`src/rtl/save_state_pkg.sv`:
```
// ---------------------------------------------------------------------------
// save_state_pkg
// Shared definitions for the context saver and its resume-loader counterpart:
// RAM direction codes, frame word indices, the call-stack-pointer bias, the
// bit positions of each field inside the two frame words, the saver state
// encoding and the frame packing helpers.
// ---------------------------------------------------------------------------
package save_state_pkg;

    // RAM geometry; the frame packing only works for an 8-bit address/SP
    // and a 16-bit data word.
    localparam int ADDR_BITS = 8;
    localparam int DATA_BITS = 16;
    localparam int PC_BITS   = 9;
    localparam int FLAG_BITS = 4;

    // RAM direction codes
    localparam logic RAM_READ  = 1'b0;
    localparam logic RAM_WRITE = 1'b1;

    // Word offsets inside the frame, relative to the frame base address
    localparam int FRAME_WORD_POINTERS = 0;
    localparam int FRAME_WORD_PC_FLAGS = 1;

    // The loader adds this back to the stored CSP; the saver subtracts it.
    localparam logic [ADDR_BITS-1:0] CSP_FRAME_BIAS = 8'd2;

    // Field positions in word 0
    localparam int SP_MSB  = 15;
    localparam int SP_LSB  = 8;
    localparam int CSP_MSB = 7;
    localparam int CSP_LSB = 0;

    // Field positions in word 1 (bits 11:9 are always zero)
    localparam int FLAGS_MSB = 15;
    localparam int FLAGS_LSB = 12;
    localparam int PC_MSB    = 8;
    localparam int PC_LSB    = 0;

    typedef enum logic [1:0] {
        ST_IDLE     = 2'd0,
        ST_WRITE_SP = 2'd1,
        ST_WRITE_PC = 2'd2,
        ST_DONE     = 2'd3
    } state_e;

    // Word 0: {sp, biased csp}
    function automatic logic [DATA_BITS-1:0] pack_pointers(
        input logic [ADDR_BITS-1:0] sp,
        input logic [ADDR_BITS-1:0] csp_biased
    );
        logic [DATA_BITS-1:0] word;
        word                   = 16'h0000;
        word[SP_MSB:SP_LSB]    = sp;
        word[CSP_MSB:CSP_LSB]  = csp_biased;
        return word;
    endfunction

    // Word 1: {flags, 3'b000, pc}
    function automatic logic [DATA_BITS-1:0] pack_pc_flags(
        input logic [PC_BITS-1:0]   pc,
        input logic [FLAG_BITS-1:0] flags
    );
        logic [DATA_BITS-1:0] word;
        word                      = 16'h0000;
        word[FLAGS_MSB:FLAGS_LSB] = flags;
        word[PC_MSB:PC_LSB]       = pc;
        return word;
    endfunction

endpackage

```
`src/rtl/save_state_if.sv`:
```
// ---------------------------------------------------------------------------
// save_state_if
// Bundles the save request, the live context inputs and the RAM-side/status
// outputs of save_state.
//   i_start                 : single-cycle save request
//   i_stack_pointer         : live data-stack pointer
//   i_call_stack_pointer    : live call-stack pointer
//   i_program_counter       : live program counter
//   i_alu_flags             : live ALU flags
//   o_address / o_data_in   : RAM address and write data
//   o_rw_mode               : RAM_WRITE during write states, else RAM_READ
//   o_busy / o_finished     : save in progress / save complete
// master = requester (scheduler), slave = save_state.
// ---------------------------------------------------------------------------
interface save_state_if;
    import save_state_pkg::*;

    logic                   i_start;
    logic [ADDR_BITS-1:0]   i_stack_pointer;
    logic [ADDR_BITS-1:0]   i_call_stack_pointer;
    logic [PC_BITS-1:0]     i_program_counter;
    logic [FLAG_BITS-1:0]   i_alu_flags;
    logic [ADDR_BITS-1:0]   o_address;
    logic [DATA_BITS-1:0]   o_data_in;
    logic                   o_rw_mode;
    logic                   o_busy;
    logic                   o_finished;

    modport master (
        output i_start, i_stack_pointer, i_call_stack_pointer,
               i_program_counter, i_alu_flags,
        input  o_address, o_data_in, o_rw_mode, o_busy, o_finished
    );

    modport slave (
        input  i_start, i_stack_pointer, i_call_stack_pointer,
               i_program_counter, i_alu_flags,
        output o_address, o_data_in, o_rw_mode, o_busy, o_finished
    );

endinterface

```
`src/rtl/save_state.sv`:
```
// ---------------------------------------------------------------------------
// save_state
// On a start request, snapshots SP, CSP, PC and ALU flags and writes them as
// a two-word frame to RAM at FRAME_BASE / FRAME_BASE+1, two cycles per word.
// The frame is the exact inverse of what the resume loader reads back.
// Ports:
//   clk   : clock
//   reset : synchronous, active-low reset
//   bus   : save_state_if.slave (request, context, RAM and status signals)
// Parameter:
//   FRAME_BASE : RAM address of frame word 0 (word 1 wraps modulo 2^8)
// ---------------------------------------------------------------------------
module save_state
    import save_state_pkg::*;
#(
    parameter logic [ADDR_BITS-1:0] FRAME_BASE = 8'd0
) (
    input  logic        clk,
    input  logic        reset,
    save_state_if.slave bus
);

    localparam logic [ADDR_BITS-1:0] ADDR_W0 =
        FRAME_BASE + ADDR_BITS'(FRAME_WORD_POINTERS);
    localparam logic [ADDR_BITS-1:0] ADDR_W1 =
        FRAME_BASE + ADDR_BITS'(FRAME_WORD_PC_FLAGS);

    state_e                 r_state;
    state_e                 w_state_next;
    logic                   r_ram_cycle;
    logic                   w_ram_cycle_next;
    logic                   w_accept;

    logic [ADDR_BITS-1:0]   r_sp_snap;
    logic [ADDR_BITS-1:0]   r_csp_snap;
    logic [PC_BITS-1:0]     r_pc_snap;
    logic [FLAG_BITS-1:0]   r_flag_snap;
    logic [ADDR_BITS-1:0]   w_sp_snap_next;
    logic [ADDR_BITS-1:0]   w_csp_snap_next;
    logic [PC_BITS-1:0]     w_pc_snap_next;
    logic [FLAG_BITS-1:0]   w_flag_snap_next;

    logic [ADDR_BITS-1:0]   r_address;
    logic [DATA_BITS-1:0]   r_data_in;
    logic                   r_rw_mode;
    logic                   r_busy;
    logic                   r_finished;
    logic [ADDR_BITS-1:0]   w_address_next;
    logic [DATA_BITS-1:0]   w_data_in_next;
    logic                   w_rw_mode_next;
    logic                   w_busy_next;
    logic                   w_finished_next;

    // Next-state logic; start is only honoured from IDLE or DONE.
    always_comb begin
        w_state_next     = r_state;
        w_ram_cycle_next = r_ram_cycle;
        w_accept         = 1'b0;
        case (r_state)
            ST_IDLE, ST_DONE: begin
                if (bus.i_start) begin
                    w_state_next     = ST_WRITE_SP;
                    w_ram_cycle_next = 1'b0;
                    w_accept         = 1'b1;
                end else begin
                    w_state_next     = r_state;
                end
            end
            ST_WRITE_SP: begin
                if (r_ram_cycle) begin
                    w_state_next     = ST_WRITE_PC;
                    w_ram_cycle_next = 1'b0;
                end else begin
                    w_ram_cycle_next = 1'b1;
                end
            end
            ST_WRITE_PC: begin
                if (r_ram_cycle) begin
                    w_state_next     = ST_DONE;
                    w_ram_cycle_next = 1'b0;
                end else begin
                    w_ram_cycle_next = 1'b1;
                end
            end
            default: begin
                w_state_next     = ST_IDLE;
                w_ram_cycle_next = 1'b0;
            end
        endcase
    end

    // Snapshot capture; CSP is stored pre-biased so the loader's +2 restores it.
    always_comb begin
        if (w_accept) begin
            w_sp_snap_next   = bus.i_stack_pointer;
            w_csp_snap_next  = bus.i_call_stack_pointer - CSP_FRAME_BIAS;
            w_pc_snap_next   = bus.i_program_counter;
            w_flag_snap_next = bus.i_alu_flags;
        end else begin
            w_sp_snap_next   = r_sp_snap;
            w_csp_snap_next  = r_csp_snap;
            w_pc_snap_next   = r_pc_snap;
            w_flag_snap_next = r_flag_snap;
        end
    end

    // Output decode from the upcoming state so the registered outputs line
    // up with the registered state they describe.
    always_comb begin
        w_address_next  = r_address;
        w_data_in_next  = r_data_in;
        w_rw_mode_next  = RAM_READ;
        w_busy_next     = 1'b0;
        w_finished_next = 1'b0;
        case (w_state_next)
            ST_WRITE_SP: begin
                w_address_next = ADDR_W0;
                w_data_in_next = pack_pointers(w_sp_snap_next, w_csp_snap_next);
                w_rw_mode_next = RAM_WRITE;
                w_busy_next    = 1'b1;
            end
            ST_WRITE_PC: begin
                w_address_next = ADDR_W1;
                w_data_in_next = pack_pc_flags(w_pc_snap_next, w_flag_snap_next);
                w_rw_mode_next = RAM_WRITE;
                w_busy_next    = 1'b1;
            end
            ST_DONE: begin
                w_finished_next = 1'b1;
            end
            ST_IDLE: begin
                w_finished_next = 1'b0;
            end
            default: begin
                w_finished_next = 1'b0;
            end
        endcase
    end

    // State, snapshot and output registers with synchronous active-low reset.
    always_ff @(posedge clk) begin
        if (!reset) begin
            r_state     <= ST_IDLE;
            r_ram_cycle <= 1'b0;
            r_sp_snap   <= 8'h00;
            r_csp_snap  <= 8'h00;
            r_pc_snap   <= 9'h000;
            r_flag_snap <= 4'h0;
            r_address   <= 8'h00;
            r_data_in   <= 16'h0000;
            r_rw_mode   <= RAM_READ;
            r_busy      <= 1'b0;
            r_finished  <= 1'b0;
        end else begin
            r_state     <= w_state_next;
            r_ram_cycle <= w_ram_cycle_next;
            r_sp_snap   <= w_sp_snap_next;
            r_csp_snap  <= w_csp_snap_next;
            r_pc_snap   <= w_pc_snap_next;
            r_flag_snap <= w_flag_snap_next;
            r_address   <= w_address_next;
            r_data_in   <= w_data_in_next;
            r_rw_mode   <= w_rw_mode_next;
            r_busy      <= w_busy_next;
            r_finished  <= w_finished_next;
        end
    end

    assign bus.o_address  = r_address;
    assign bus.o_data_in  = r_data_in;
    assign bus.o_rw_mode  = r_rw_mode;
    assign bus.o_busy     = r_busy;
    assign bus.o_finished = r_finished;

endmodule
```
`src/flat_wrapper.sv`:
```
// flat-port wrapper written by rule: the top's interface ports become plain ports
module save_state_flat import save_state_pkg::*;
#(
    parameter logic [ADDR_BITS-1:0] FRAME_BASE = 8'd0
)
  (clk, reset, bus_i_start, bus_i_stack_pointer, bus_i_call_stack_pointer, bus_i_program_counter, bus_i_alu_flags, bus_o_address, bus_o_data_in, bus_o_rw_mode, bus_o_busy, bus_o_finished);
  save_state_if bus_i ();
  input  logic clk;
  input  logic reset;
  input wire logic [$bits(bus_i.i_start)-1:0] bus_i_start;
  input wire logic [$bits(bus_i.i_stack_pointer)-1:0] bus_i_stack_pointer;
  input wire logic [$bits(bus_i.i_call_stack_pointer)-1:0] bus_i_call_stack_pointer;
  input wire logic [$bits(bus_i.i_program_counter)-1:0] bus_i_program_counter;
  input wire logic [$bits(bus_i.i_alu_flags)-1:0] bus_i_alu_flags;
  output wire logic [$bits(bus_i.o_address)-1:0] bus_o_address;
  output wire logic [$bits(bus_i.o_data_in)-1:0] bus_o_data_in;
  output wire logic [$bits(bus_i.o_rw_mode)-1:0] bus_o_rw_mode;
  output wire logic [$bits(bus_i.o_busy)-1:0] bus_o_busy;
  output wire logic [$bits(bus_i.o_finished)-1:0] bus_o_finished;
  assign bus_i.i_start = bus_i_start;
  assign bus_i.i_stack_pointer = bus_i_stack_pointer;
  assign bus_i.i_call_stack_pointer = bus_i_call_stack_pointer;
  assign bus_i.i_program_counter = bus_i_program_counter;
  assign bus_i.i_alu_flags = bus_i_alu_flags;
  assign bus_o_address = bus_i.o_address;
  assign bus_o_data_in = bus_i.o_data_in;
  assign bus_o_rw_mode = bus_i.o_rw_mode;
  assign bus_o_busy = bus_i.o_busy;
  assign bus_o_finished = bus_i.o_finished;
  save_state #(.FRAME_BASE(FRAME_BASE)) u_core (.clk(clk), .reset(reset), .bus(bus_i));
endmodule
```
`config.mk`:
```
export PLATFORM = sky130hd
export DESIGN_NAME = save_state_flat
export DESIGN_NICKNAME = d
export VERILOG_FILES = /design/src/rtl/save_state_pkg.sv /design/src/rtl/save_state_if.sv /design/src/rtl/save_state.sv /design/src/flat_wrapper.sv
export SDC_FILE = /design/constraint.sdc
export NUM_CORES = 1
export LEC_CHECK = 0
export ABC_AREA = 1
export BUFFER_PORTS_ARGS = -buffer_cell sky130_fd_sc_hd__buf_2
export CAP_MARGIN = 25
export CORE_ASPECT_RATIO = 1.1
export CORE_MARGIN = 5
export CORE_UTILIZATION = 56
export DETAILED_ROUTE_END_ITERATION = 10
export GPL_ROUTABILITY_DRIVEN = 0
export HOLD_SLACK_MARGIN = 0.03
export PLACE_DENSITY = 0.82
export SYNTH_ARGS = -nofsm -noshare
export SYNTH_HDL_FRONTEND = slang
export SYNTH_SLANG_ARGS = --single-unit
```
`constraint.sdc`:
```
create_clock -name clk -period 4.5 [get_ports clk]
set_input_delay 0.45 -clock clk [delete_from_list [all_inputs] [get_ports clk]]
set_output_delay 0.45 -clock clk [all_outputs]
set_load 0.02 [all_outputs]
```
==> results of run 1 <==
## layout make-up
| type | instances | area, sq um |
|---|---|---|
| Clock buffer | 7 | 96.3 |
| Clock inverter | 1 | 7.51 |
| Fill cell | 347 | 1320 |
| Inverter | 33 | 124 |
| Multi-Input combinational cell | 203 | 971 |
| Sequential cell | 51 | 1020 |
| Tap cell | 52 | 65.1 |
| Timing Repair Buffer | 54 | 298 |
## cells in the mapped netlist, drive strengths merged (2+ instances only)
| master | count |
|---|---|
| nor2 | 29 |
| nor3 | 3 |
| buf | 21 |
| o211ai | 2 |
| nand3 | 20 |
| ha | 6 |
| o21ai | 10 |
| nand2 | 96 |
| a21oi | 17 |
| and2 | 2 |
| o21a | 2 |
| a21boi | 5 |
| inv | 33 |
| dfxtp | 51 |
## worst max-delay path, delay by kind of cell (launching register included)
kind,cells,cell delay (ns)
AO/OA/AOI/OAI,3,0.64
adder cells (fa/ha/maj),2,0.72
buffers and inverters,3,0.39
flip-flops,1,0.38
AND/OR/NAND/NOR,4,1.07
## cell families (layout without fill, tap and decap cells)
| kind of cell | count (synthesis) | after routing | synth area share |
|---|---|---|---|
| compound gates | 39 | 39 | 0.113 |
| fa+ha+maj | 6 | 6 | 0.0337 |
| buf+inv | 54 | 95 | 0.116 |
| flops | 51 | 51 | 0.458 |
| other cells | 1 | 7 | 0.00168 |
| simple gates | 151 | 151 | 0.278 |
## power groups by stage
stage                     Clock (uW)  Sequential, uW  Combinational [uW]
after floorplan                    0             547                 141
after global placement             0             524                 216
after detailed placement           0             525                 225
after CTS                        292             515                 228
after global routing             313             520                 253
final                            289             515                 226
## registers in the layout (all words and copies together), names as in the netlist
signal and cells:
u_core.r_ram_cycle 1, u_core.r_csp_snap 8, u_core.r_state 2, u_core.bus.o_data_in 16, u_core.r_flag_snap 4, u_core.bus.o_finished 1
u_core.r_pc_snap 9, u_core.r_sp_snap 8, u_core.bus.o_rw_mode 1, u_core.bus.o_address 1
## per-stage QoR
| stage | hold slack [ns] | instances | setup WS, ns | util |
|---|---|---|---|---|
| finish | 0.399 | 401 | 1.26 | 0.662 |
| global route | 0.391 | 401 | 0.974 | 0.662 |
| CTS | 0.394 | 401 | 1.28 | 0.662 |
| detailed placement | 0.437 | 393 | 1.40 | 0.635 |
| global placement | 0.435 | 392 | 1.58 | 0.628 |
| floorplan | 0.449 | 308 | 2.14 | - |
## routing by layer
metal / vias up / share of wire
li1: 1019 / -
met3: 8 / 0.070
met5: - / 0
met1: 897 / 0.40
met4: 0 / 0.016
met2: 58 / 0.51
## worst max-delay path by stage
stage / startpoint / end
6_report: u_core.r_state[0]$_SDFF_PN0_ / u_core.bus.o_data_in[0]$_SDFFE_PN0P_
5_1_grt: u_core.r_state[0]$_SDFF_PN0_ / u_core.bus.o_data_in[0]$_SDFFE_PN0P_
4_1_cts: u_core.r_state[0]$_SDFF_PN0_ / u_core.bus.o_data_in[0]$_SDFFE_PN0P_
3_5_place_dp: u_core.r_state[0]$_SDFF_PN0_ / u_core.bus.o_data_in[0]$_SDFFE_PN0P_
3_3_place_gp: u_core.r_state[0]$_SDFF_PN0_ / u_core.bus.o_data_in[0]$_SDFFE_PN0P_
2_1_floorplan: u_core.r_state[0]$_SDFF_PN0_ / u_core.bus.o_data_in[3]$_SDFFE_PN0P_
==> run metrics, run 1 <==
synthesis warning total 0; launch point of the worst reg-to-reg path u_core.r_state[0]$_SDFF_PN0_; fin area approximately 2600 sq um; vias in the first global route between 1500 and 2000; largest net degree at the start of global routing 32; Internal approximately 700 uW; status completed; first-pass iteration count of the detailed router 4; commonest non-fill, non-tap cell in the layout nand2_1; Slew HR 0.616; M2 GR Usage 0.350; Switching Fraction 0.309; post-synthesis sequential area ratio 0.458; Reg clk slew, reported paths 0.09 ns; first-pass GRT wire length roughly 8.5 mm; WHS Endpoint u_core.r_sp_snap[1]$_SDFF_PN0_; crit share post-route 0.721; critical path arrival 3.51 ns; nets 386; total of max-cap violations 0; WHS Path Cells 3; Worst setup SP type register; R2R depth 12; Starting Density 0.571; area of the mapped netlist 2230 sq um; Layout Skew between 0.008 and 0.009 ns; total length of routed wires just under 5 mm; P_leak approximately 0.0013 uW; Hold WC Path Type primary input to register; total CTS buffers 5; setup TNS 0 ns; clock sink count 51; die height 76.1 um; drt first-iter violations approximately 120; combinational share of power 0.220; Post-Synthesis Cells 302; total track usage 0.196; vias after detailed routing ~2000; number of unique standard cell types used by synthesis 28; busiest grt layer met2; Tmin final between 3 and 4 ns; Mapped Avg Cell Area ~7.4 sq um; Worst VDD drop about 0.00027 V; Site Rows 24; Synth area leader dfxtp_1; root buffer cell clkbuf_8; die area between 5000 and 6000 sq um; # setup viols final 0; met1 Usage GRT 0.219; Inserted Diodes 0; final hold vios 0; maximum clock rate 308 MHz; area grow syn2layout 16.0%; CP Data Required Time ~4.8 ns; instance area after placement between 2000 and 2500 sq um; grt met3 use 0.0515; Port Buffers about 50; Max clock buf depth 2; CTS tree built; final slew viol count 0; Post-CTS Setup Repair Bufs 0; sequential share of power 0.500; Boundary Pins 59; most frequent cells in the layout nand2_1, buf_2, dfxtp_1, inv_1, nor2_1; post-CTS sizing 0; worst reg2reg endpoint u_core.bus.o_data_in[0]$_SDFFE_PN0P_; DRT antenna net count 0; FFs w/ async S/R, synth 0; H-tree depth 2; largest cells by area after synthesis dfxtp_1, nand2_1, inv_1; CP max-delay cell nand2_2; CP Capture Type register; via/cell ratio just under 5; crit-path max FO 31; Pwr Density approximately 400 nW/um^2; Routed wire per std cell roughly 12 um; initial antenna violation count 0; RSZ-0062 raised after global routing false; total grt overflow 0; Sw Pwr 319 uW; Slew @ Worst Pin 0.574 ns; core area approximately 4000 sq um; overall power approximately 1000 uW; CTS Hold Buffers Added 0; ratio of cells with drive above 1 in the final layout 0.218; crit path cell chain inv_1 > ha_1 > nand2_2 > o21ai_0 > o21ai_1 > ha_1 > nor2_1 > buf_4 > o211ai_1 > nand3_1 > nand2_1 > inv_1; dominant synthesized flop cell dfxtp_1; Die X ~70 um; number of flops mapped to enable cells by yosys 0; r2r setup slk roughly 1.3 ns; top-area cell type share of the netlist area 0.458; CP max stage delay between 0.4 and 0.5 ns; flops & latches, synth about 50; drc violations 0; Clk pwr share 0.280; post-DP HPWL 3.51 mm; HP Start bus_i_stack_pointer[1]; Setup CP Type register to register; Clock Latency Late Sink around 0.31 ns
(Power assumes the default switching activity.)
==> run 2, diff against run 1 <==
--- a/config.mk
+++ b/config.mk
@@ -10,11 +10,11 @@
 export CAP_MARGIN = 25
 export CORE_ASPECT_RATIO = 1.1
 export CORE_MARGIN = 5
-export CORE_UTILIZATION = 56
+export CORE_UTILIZATION = 47
 export DETAILED_ROUTE_END_ITERATION = 10
 export GPL_ROUTABILITY_DRIVEN = 0
 export HOLD_SLACK_MARGIN = 0.03
-export PLACE_DENSITY = 0.82
+export PLACE_DENSITY = 0.73
 export SYNTH_ARGS = -nofsm -noshare
 export SYNTH_HDL_FRONTEND = slang
 export SYNTH_SLANG_ARGS = --single-unit
==> constraint.sdc (replaced) <==
create_clock -name clk -period 2.6 [get_ports clk]
set_input_delay 0.26 -clock clk [delete_from_list [all_inputs] [get_ports clk]]
set_output_delay 0.26 -clock clk [all_outputs]
set_load 0.02 [all_outputs]
==> run 2 against run 1 <==
Net effect:
- maximum frequency increased by 36%
- critical endpoint is now u_core.bus.o_data_in[3]$_SDFFE_PN0P_
- non-clock buffer count rose by 5
- clock skew rose by 0.0030 ns
- global-route usage is 3.3 points lower
- largest cell class unchanged
- routed wire length down 1.3%
- sequential power up 73%
- critical path type unchanged
==> run metrics, run 2 (synthesized netlist as in run 1, its figures left out) <==
total CTS buffers 5 (unchanged); initial antenna violation count 0 (unchanged); crit path cell chain inv_1 > ha_1 > o21ai_1 > o21ai_1 > ha_1 > nand2_1 > clkinvlp_4 > nand2_1 > a21boi_1 > nand2_1; Crit path top cell by count nand2_1; commonest non-fill, non-tap cell in the layout nand2_1; Min Hold Slack 0.213 ns (-0.186 ns); Clock Latency Late Sink 0.31 ns (about the same); P_leak 0.00134 uW (+1.8%); total length of routed wires 4.87 mm (-1.3%); Worst VDD drop 0.000434 V (+60%); nets 391 (+1.3%); Reg clk slew, reported paths 0.10 ns (about the same); via/cell ratio 4.70 (-5.0%); Setup CP Type register to register; setup TNS 0 ns (unchanged); vias after detailed routing 1926 (-2.8%); total track usage 0.163 (-0.0326); CTS Hold Buffers Added 0 (unchanged); Pwr Density 735 nW/um^2 (+84%); status completed; core area 4620 sq um (+18%); Routed wire per std cell 11.9 um (-3.4%); die height 82.2 um (+8.0%); Max clock buf depth 2 (unchanged); CP Data Required Time 2.80 ns (-1.97 ns); first-pass iteration count of the detailed router 4 (unchanged); crit-path max FO 12 (-61%); CP Capture Type register; CP max-delay cell ha_1; fin area 2640 sq um (+2.3%); Worst setup SP type register; first-pass GRT wire length 7.85 mm (-7.6%); Hold WC Path Type primary input to register; buffers plus inverters on the worst setup path 2 (-1); CP max stage delay 0.39 ns (-0.07 ns); final slew viol count 0 (unchanged); Layout Skew 0.0118 ns (+0.00302 ns); non-filler instance count after layout 410 (+2.2%); total grt overflow 0 (unchanged); Starting Density 0.482 (-0.0884); Reg area 1020 sq um (unchanged); crit share post-route 0.915 (+0.194); die area 6220 sq um (+16%); largest net degree at the start of global routing 32 (unchanged); area grow syn2layout 18.6%; Site Rows 26 (+8.3%); # setup viols final 0 (unchanged); Port Buffers 51 (unchanged); H-tree depth 2 (unchanged); total of max-cap violations 0 (unchanged); clock sink count 51 (unchanged); instance area after placement 2490 sq um (+0.30%); vias in the first global route 1788 (-5.5%); CTS tree built; Tmin final 2.38 ns (-0.865 ns); post-DP HPWL 3.46 mm (-1.2%); drc violations 0 (unchanged); most frequent cells in the layout nand2_1, buf_2, dfxtp_1, inv_1, nor2_1; ratio of cells with drive above 1 in the final layout 0.232 (+0.0139); final hold vios 0 (unchanged); Inst Count DP 400 (+1.8%); Boundary Pins 59 (unchanged); family with the most delay on the worst path adder cells; number of fill cells 454 (+31%); critical path arrival 2.58 ns (-0.93 ns); multi-input logic area 971 sq um (unchanged); final core utilization 0.572 (-0.0898); Slew @ Worst Pin 0.520 ns (-0.0539 ns); Die X 75.6 um (+7.8%); maximum clock rate 421 MHz (+36%); root buffer cell clkbuf_8; Inserted Diodes 0 (unchanged); drt first-iter violations 119 (+2.6%); max reg flops 16 (unchanged); DRT antenna net count 0 (unchanged); Slew HR 0.653 (+0.0368)
[run 2: cell types whose count changed in the layout (fill, tap and decap cells not counted)]
| cell | previous run | this run |
|---|---|---|
| clkbuf_8 | 7 | 5 |
| buf_4 | 2 | 8 |
| o21ai_0 | 5 | 4 |
| inv_1 | 30 | 29 |
| buf_16 | 1 | 0 |
| bufinv_16 | 0 | 2 |
| o21ai_1 | 4 | 5 |
| clkinvlp_4 | 1 | 2 |
[run 2: worst register-to-register path: cells and delay by family, from the launching register on]
kind | cells | cell delay (ns)
adders and majority gates | 2 | 0.77
AOI/OAI and AO/OA | 3 | 0.52
DFF | 1 | 0.36
and+or+nand+nor | 3 | 0.32
buffers and inverters | 2 | 0.31
[run 2: final timing paths]
kind | slack, ns | startpoint | to | depth (start not counted)
worst max register to register | 0.22 | u_core.r_state[0]$_SDFF_PN0_ | u_core.bus.o_data_in[3]$_SDFFE_PN0P_ | 10
worst min-delay path | 0.21 | bus_i_stack_pointer[2] | u_core.r_sp_snap[2]$_SDFF_PN0_ | 3
worst max-delay path | 0.22 | u_core.r_state[0]$_SDFF_PN0_ | u_core.bus.o_data_in[3]$_SDFFE_PN0P_ | 10
worst min register to register | 0.46 | u_core.bus.o_data_in[11]$_SDFFE_PN0P_ | u_core.bus.o_data_in[11]$_SDFFE_PN0P_ | 2
[run 2: metrics by stage]
step,total power [uW],setup slack [ns]
5_1_grt,2040,-0.0100
4_1_cts,1950,0.161
6_report,1940,0.222
3_3_place_gp,1290,0.357
2_1_floorplan,1190,0.243
3_5_place_dp,1300,0.201
[run 2: what timing repair did]
action | 4_1_cts | 5_1_grt
setup endpoints to repair | 0 | 4
setup buffers | 0 | 2
gates resized for setup | 0 | 2
[run 2: power by group]
group | total, uW | internal, uW | switching, uW | leakage [uW]
clock network | 650 | 384 | 267 | 0.0000644
logic | 400 | 139 | 261 | 0.000861
registers | 891 | 860 | 31.8 | 0.000419
[run 2: area by class of cell]
class,count,share of cell area
clock buffer,5,0.0261
clock inverter,3,0.0256
inverter,33,0.0483
multi-input combinational,203,0.368
sequential,51,0.387
tap,56,0.0265
timing repair buffer,59,0.119
[run 2: per-layer routing]
layer,share of wire,global-route usage
met1,0.43,0.193
met2,0.49,0.286
met3,0.062,0.0448
met4,0.011,0.0490
met5,0,0
